--- src/rtl/fetch_unit.sv ---
// Instruction fetch stage: holds the architectural PC, reads a word-addressed
// instruction memory with one-cycle latency, and hands {ins, pc} to execute
// through a valid/ready handshake. Fetch stops permanently on the HALT opcode
// until the next reset.
module fetch_unit #(
    parameter int          IMEM_AW  = 8,
    parameter logic [31:0] RESET_PC = 32'd0
) (
    input  logic               clk,
    input  logic               rst,
    output logic [IMEM_AW-1:0] imem_addr,
    output logic               imem_rd,
    input  logic [31:0]        imem_rdata,
    output logic [31:0]        ins,
    output logic [31:0]        pc,
    output logic               ins_valid,
    input  logic               ins_ready,
    input  logic [31:0]        nextpc,
    output logic               halted,
    output logic [31:0]        retired_cnt
);

    typedef enum logic [2:0] {
        ST_IDLE  = 3'd0,
        ST_FETCH = 3'd1,
        ST_WAIT  = 3'd2,
        ST_ISSUE = 3'd3,
        ST_HALT  = 3'd4
    } state_e;

    localparam logic [5:0] HALT_OPCODE = 6'd63;

    // True when the instruction word carries the HALT opcode.
    function automatic logic is_halt_op(input logic [31:0] word);
        return (word[31:26] == HALT_OPCODE);
    endfunction

    state_e      state_q;
    state_e      state_d;
    logic [31:0] pc_q;
    logic [31:0] pc_d;
    logic [31:0] ins_q;
    logic [31:0] ins_d;
    logic [31:0] retired_cnt_q;
    logic [31:0] retired_cnt_d;

    logic        accept_s;
    logic        in_wait_s;
    logic        imem_rd_s;
    logic        ins_valid_s;
    logic        halted_s;

    // A transfer to execute happens only while presenting an instruction.
    assign accept_s  = (state_q == ST_ISSUE) && ins_ready;
    assign in_wait_s = (state_q == ST_WAIT);

    // State register; reset wins over any concurrent handshake.
    always_ff @(posedge clk) begin
        if (rst) begin
            state_q <= ST_IDLE;
        end else begin
            state_q <= state_d;
        end
    end

    // Next-state decode for the fetch sequence.
    always_comb begin
        state_d = state_q;
        case (state_q)
            ST_IDLE: begin
                state_d = ST_FETCH;
            end
            ST_FETCH: begin
                state_d = ST_WAIT;
            end
            ST_WAIT: begin
                if (is_halt_op(imem_rdata)) begin
                    state_d = ST_HALT;
                end else begin
                    state_d = ST_ISSUE;
                end
            end
            ST_ISSUE: begin
                if (ins_ready) begin
                    state_d = ST_FETCH;
                end else begin
                    state_d = ST_ISSUE;
                end
            end
            ST_HALT: begin
                state_d = ST_HALT;
            end
            default: begin
                // Unreachable encodings recover through a clean restart.
                state_d = ST_IDLE;
            end
        endcase
    end

    // Control outputs decoded purely from the registered state.
    always_comb begin
        imem_rd_s   = 1'b0;
        ins_valid_s = 1'b0;
        halted_s    = 1'b0;
        case (state_q)
            ST_IDLE: begin
                imem_rd_s = 1'b0;
            end
            ST_FETCH: begin
                imem_rd_s = 1'b1;
            end
            ST_WAIT: begin
                imem_rd_s = 1'b0;
            end
            ST_ISSUE: begin
                ins_valid_s = 1'b1;
            end
            ST_HALT: begin
                halted_s = 1'b1;
            end
            default: begin
                imem_rd_s   = 1'b0;
                ins_valid_s = 1'b0;
                halted_s    = 1'b0;
            end
        endcase
    end

    // Next PC and retire count: only a completed handshake moves them.
    always_comb begin
        pc_d          = pc_q;
        retired_cnt_d = retired_cnt_q;
        if (accept_s) begin
            pc_d          = nextpc;
            retired_cnt_d = retired_cnt_q + 32'd1;
        end else begin
            pc_d          = pc_q;
            retired_cnt_d = retired_cnt_q;
        end
    end

    // Instruction capture: the memory word is valid only during WAIT.
    always_comb begin
        ins_d = ins_q;
        if (in_wait_s) begin
            ins_d = imem_rdata;
        end else begin
            ins_d = ins_q;
        end
    end

    // Datapath registers with synchronous reset.
    always_ff @(posedge clk) begin
        if (rst) begin
            pc_q          <= RESET_PC;
            ins_q         <= 32'd0;
            retired_cnt_q <= 32'd0;
        end else begin
            pc_q          <= pc_d;
            ins_q         <= ins_d;
            retired_cnt_q <= retired_cnt_d;
        end
    end

    // Upper PC bits alias silently onto the small memory.
    assign imem_addr   = pc_q[IMEM_AW-1:0];
    assign imem_rd     = imem_rd_s;
    assign ins         = ins_q;
    assign pc          = pc_q;
    assign ins_valid   = ins_valid_s;
    assign halted      = halted_s;
    assign retired_cnt = retired_cnt_q;

endmodule

--- config.mk ---
export PLATFORM = sky130hd
export DESIGN_NAME = fetch_unit
export DESIGN_NICKNAME = d
export VERILOG_FILES = /design/src/rtl/fetch_unit.sv
export SDC_FILE = /design/constraint.sdc
export NUM_CORES = 1
export LEC_CHECK = 0
export CORE_MARGIN = 1.5
export CORE_UTILIZATION = 42
export DETAILED_ROUTE_END_ITERATION = 6
export PLACE_DENSITY = 0.81
export SETUP_SLACK_MARGIN = 0.15
export SLEW_MARGIN = 20
export SYNTH_ARGS = -nofsm -noshare
export SYNTH_HDL_FRONTEND = slang
export SYNTH_SLANG_ARGS = --single-unit
--- constraint.sdc ---
create_clock -name clk -period 2.6 [get_ports clk]
set_clock_uncertainty 0.15 [all_clocks]
set_input_delay 0.78 -clock clk [delete_from_list [all_inputs] [get_ports clk]]
set_output_delay 0.78 -clock clk [all_outputs]
set_load 0.05 [all_outputs]
==> results.toml <==
[cells_and_area]
areaGrowthSynthToFinish_pct = 53.3
layout-drive-gt1-share_pct = 7.79
final_net_count = 706

[worst_setup_path]
critPathKind = "reg2out"
startpoint_of_the_lowest_slack_register_to_register_path = "retired_cnt[12]"
worst-endpoint-required_ns = 1.67
rr_endpoint = "retired_cnt[31]"
worst_setup_path_start_kind = "flop"
path_cells = "clkdlybuf4s50_1"
path_delay_family = "buffers and inverters"
data_arrival_time_of_the_critical_path_ns = 1.46
worstPathMaxFanout = 2
r2r.worst_path.cells = 5
critical_path.n_buffers_inverters = 1
reg2reg_setup_slack_ns = 0.54
critPathMaxStageDelay_ns = 0.79
crit_path_end_kind = "primary output"
cpMaxStageDelayCell = "sky130_fd_sc_hd__clkdlybuf4s50_1"

[placement]
dp_hpwl_microns = 7470
numPortBuffers = 173
pre_cts_slack_ns = -0.205
final_weighted_congestion_in_routability_driven_placement = 0.808

[global_routing]
grtUsageTotal_pct = 20.9
grt_pass1_wl_microns = 16800
grt_use_met2_pct = 34.9
gr-usage-met1_pct = 24.5
global_route.usage.met3_pct = 7.94
initial_antenna_violation_count = 1
globalRoute.totalOverflow = 0
gr-max-usage-layer = "met2"
grt_start_max_net_pins = 71
vias_in_the_first_global_route = 3655

[sta]
timing.slew.headroom_pct = 51.5
hold_slack_ns = 0.303
final-max-slew-violation-count = 0
timing.fmax_ghz = 0.418
layout_worst_path_cycle_share_pct = 92.0
post-route-min-period_ns = 2.39
setup_failing_eps_final = 0
grt_setup_unrepaired = "no"
layout_setup_ws_ns = 0.208
hold_viol_final = 0
timing_worst_slew_pin_value_ns = 0.727

[synth]
yosysTopAreaCellShare_pct = 50.9
asyncSetResetFlopFracSynth_pct = 0
synth-edff-count = 0
synth_area_leader_cell = "sky130_fd_sc_hd__dfxtp_1"
ys.warnings.count = 0
synth_fp_nets = 542
synth_top_flop_cell = "sky130_fd_sc_hd__dfxtp_1"
sequential_area_share_after_synthesis_pct = 50.9
most_numerous_cell_in_the_yosys_netlist = "sky130_fd_sc_hd__nand2_1"
cell_area_synth_sq_um = 3890
synthesis.instances = 474
postSynthAreaPerCell_sq_um = 8.21
synth.ff_latch_count = 99
yosys-top-cells-count = "sky130_fd_sc_hd__nand2_1, sky130_fd_sc_hd__dfxtp_1, sky130_fd_sc_hd__a21oi_1"
yosys.cell_types.count = 32
ys_top_cells_by_area = "sky130_fd_sc_hd__dfxtp_1, sky130_fd_sc_hd__nand2_1, sky130_fd_sc_hd__a21oi_1"

[job]
max-cap-violations = 0

[drt]
route.detailed.vias_per_inst = 4.99
dr.pass1.iters = 4
route.vias.total = 3747
wl_per_cell_microns = 13.8
drt_iter0_drc = 111
post-route-drc-count = 0
detailed_route_wl_microns = 10400
drtAntennaViolNets = 0

[clock_tree]
holdBufCountCts = 0
cts.root.buffer_cell = "sky130_fd_sc_hd__clkbuf_8"
cts-htree-levels = 3
clk_latency_ns = 0.35
cts-buffers-inserted = 9
cts_max_path_buffers = 2
clock_sinks = 99
cts.reportedPaths.clkPinSlew_ns = 0.08
tritoncts_clock_tree = "done"

[min_path]
end_point_of_the_most_critical_hold_path = "pc[31]"
min_path_cells = 2
holdCritPathClass = "reg2reg"
worstHoldStart = "pc[31]"

[pwr]
static-leakage-power_nw = 3.04
report.power.total_w = 0.00297
ir_worst_vdd_mv = 0.279
power.density_cell_area_nw_per_um2 = 498

[floorplan]
core_sq_um = 8850
die_h_microns = 99.3
floorplan.io_pins = 174
fp.dieArea_sq_um = 9850
chipWidth_microns = 99.3
floorplan.initialDensity_pct = 44.0
core_rows = 34

[run_status]
run_status = "finished, final reports clean"
## metal layers
metal	vias to the layer above	routed length (microns)
li1	1874	-
met1	1731	4230
met2	127	5060
met3	15	910
met4	0	180
met5	-	0
## worst reg2reg max path: stages (launching register included)
cell                      delay, ns
sky130_fd_sc_hd__dfxtp_1       0.46
sky130_fd_sc_hd__nand4_1       0.22
sky130_fd_sc_hd__nor3_4        0.40
sky130_fd_sc_hd__nand4_2       0.20
sky130_fd_sc_hd__or3_1         0.40
sky130_fd_sc_hd__a21oi_1       0.17
## report_power, final
| group | internal [W] | switching (W) |
|---|---|---|
| Sequential | 0.00155 | 0.0000249 |
| Clock | 0.000441 | 0.000509 |
| Combinational | 0.000181 | 0.000264 |
| Total | 0.00218 | 0.000798 |
## timing repair
action	CTS	global route
gates resized for setup	74	36
setup buffers	0	1
setup endpoints to repair	75	37
pin swaps	1	0
## cell usage in the layout (no fill, tap or decap), types with 4 or more instances in the layout
cell / instances
sky130_fd_sc_hd__dfxtp_1: 96
sky130_fd_sc_hd__or3_1: 5
sky130_fd_sc_hd__a21oi_1: 70
sky130_fd_sc_hd__xor2_1: 23
sky130_fd_sc_hd__clkdlybuf4s50_1: 65
sky130_fd_sc_hd__nor2_1: 34
sky130_fd_sc_hd__nand4_1: 11
sky130_fd_sc_hd__nand2_1: 149
sky130_fd_sc_hd__dlymetal6s2s_1: 31
sky130_fd_sc_hd__buf_4: 12
sky130_fd_sc_hd__clkbuf_8: 9
sky130_fd_sc_hd__o21ai_0: 4
sky130_fd_sc_hd__dlygate4sd2_1: 73
sky130_fd_sc_hd__nand3_1: 9
sky130_fd_sc_hd__buf_12: 5
## cell families (layout without fill, tap and decap cells)
group / count (synthesis) / after routing / share of synthesized area (%)
other: 0 / 1 / 0
xor gates and xnor gates: 26 / 26 / 5.85
DFF: 99 / 99 / 50.9
buffers and inverters: 38 / 206 / 4.50
and+or+nand+nor: 235 / 235 / 28.7
adders and majority gates: 1 / 1 / 0.321
AOI/OAI and AO/OA: 75 / 75 / 9.74
## registers in the layout (all words and copies together), names as in the netlist
| signal | cells |
|---|---|
| state_q | 3 |
| pc | 32 |
| retired_cnt | 32 |
| ins | 32 |
## metrics by stage
stage               instances  util [%]  instance area, sq um  setup TNS [ns]
CTS                       749      66.3                  5870               0
global route              751      67.4                  5970               0
finish                    751      67.4                  5970               0
floorplan                 474         -                  3900               0
global placement          734      65.3                  5770           -1.32
detailed placement        734      65.3                  5770           -2.26
## area by class of cell
cell class | instances | area (sq um)
Antenna cell | 1 | 2.50
Clock buffer | 11 | 131
Clock inverter | 4 | 52.6
Fill cell | 758 | 2880
Inverter | 3 | 11.3
Multi-Input combinational cell | 337 | 1760
Sequential cell | 99 | 1990
Tap cell | 108 | 135
Timing Repair Buffer | 188 | 1890
## how the worst max path moves through the flow
stage | from | to | slack [ns] | cells after the start
after global routing | retired_cnt[3] | retired_cnt[3] | 0.16 | 1
after floorplan | state_q[0] | imem_rd | 0.26 | 3
after CTS | ins[26] | ins[26] | 0.15 | 1
after detailed placement | ins_ready | retired_cnt[31] | -0.21 | 6
final | retired_cnt[3] | retired_cnt[3] | 0.21 | 1
after global placement | ins_ready | retired_cnt[5] | -0.12 | 7
Power figures use the tool's default switching activity.
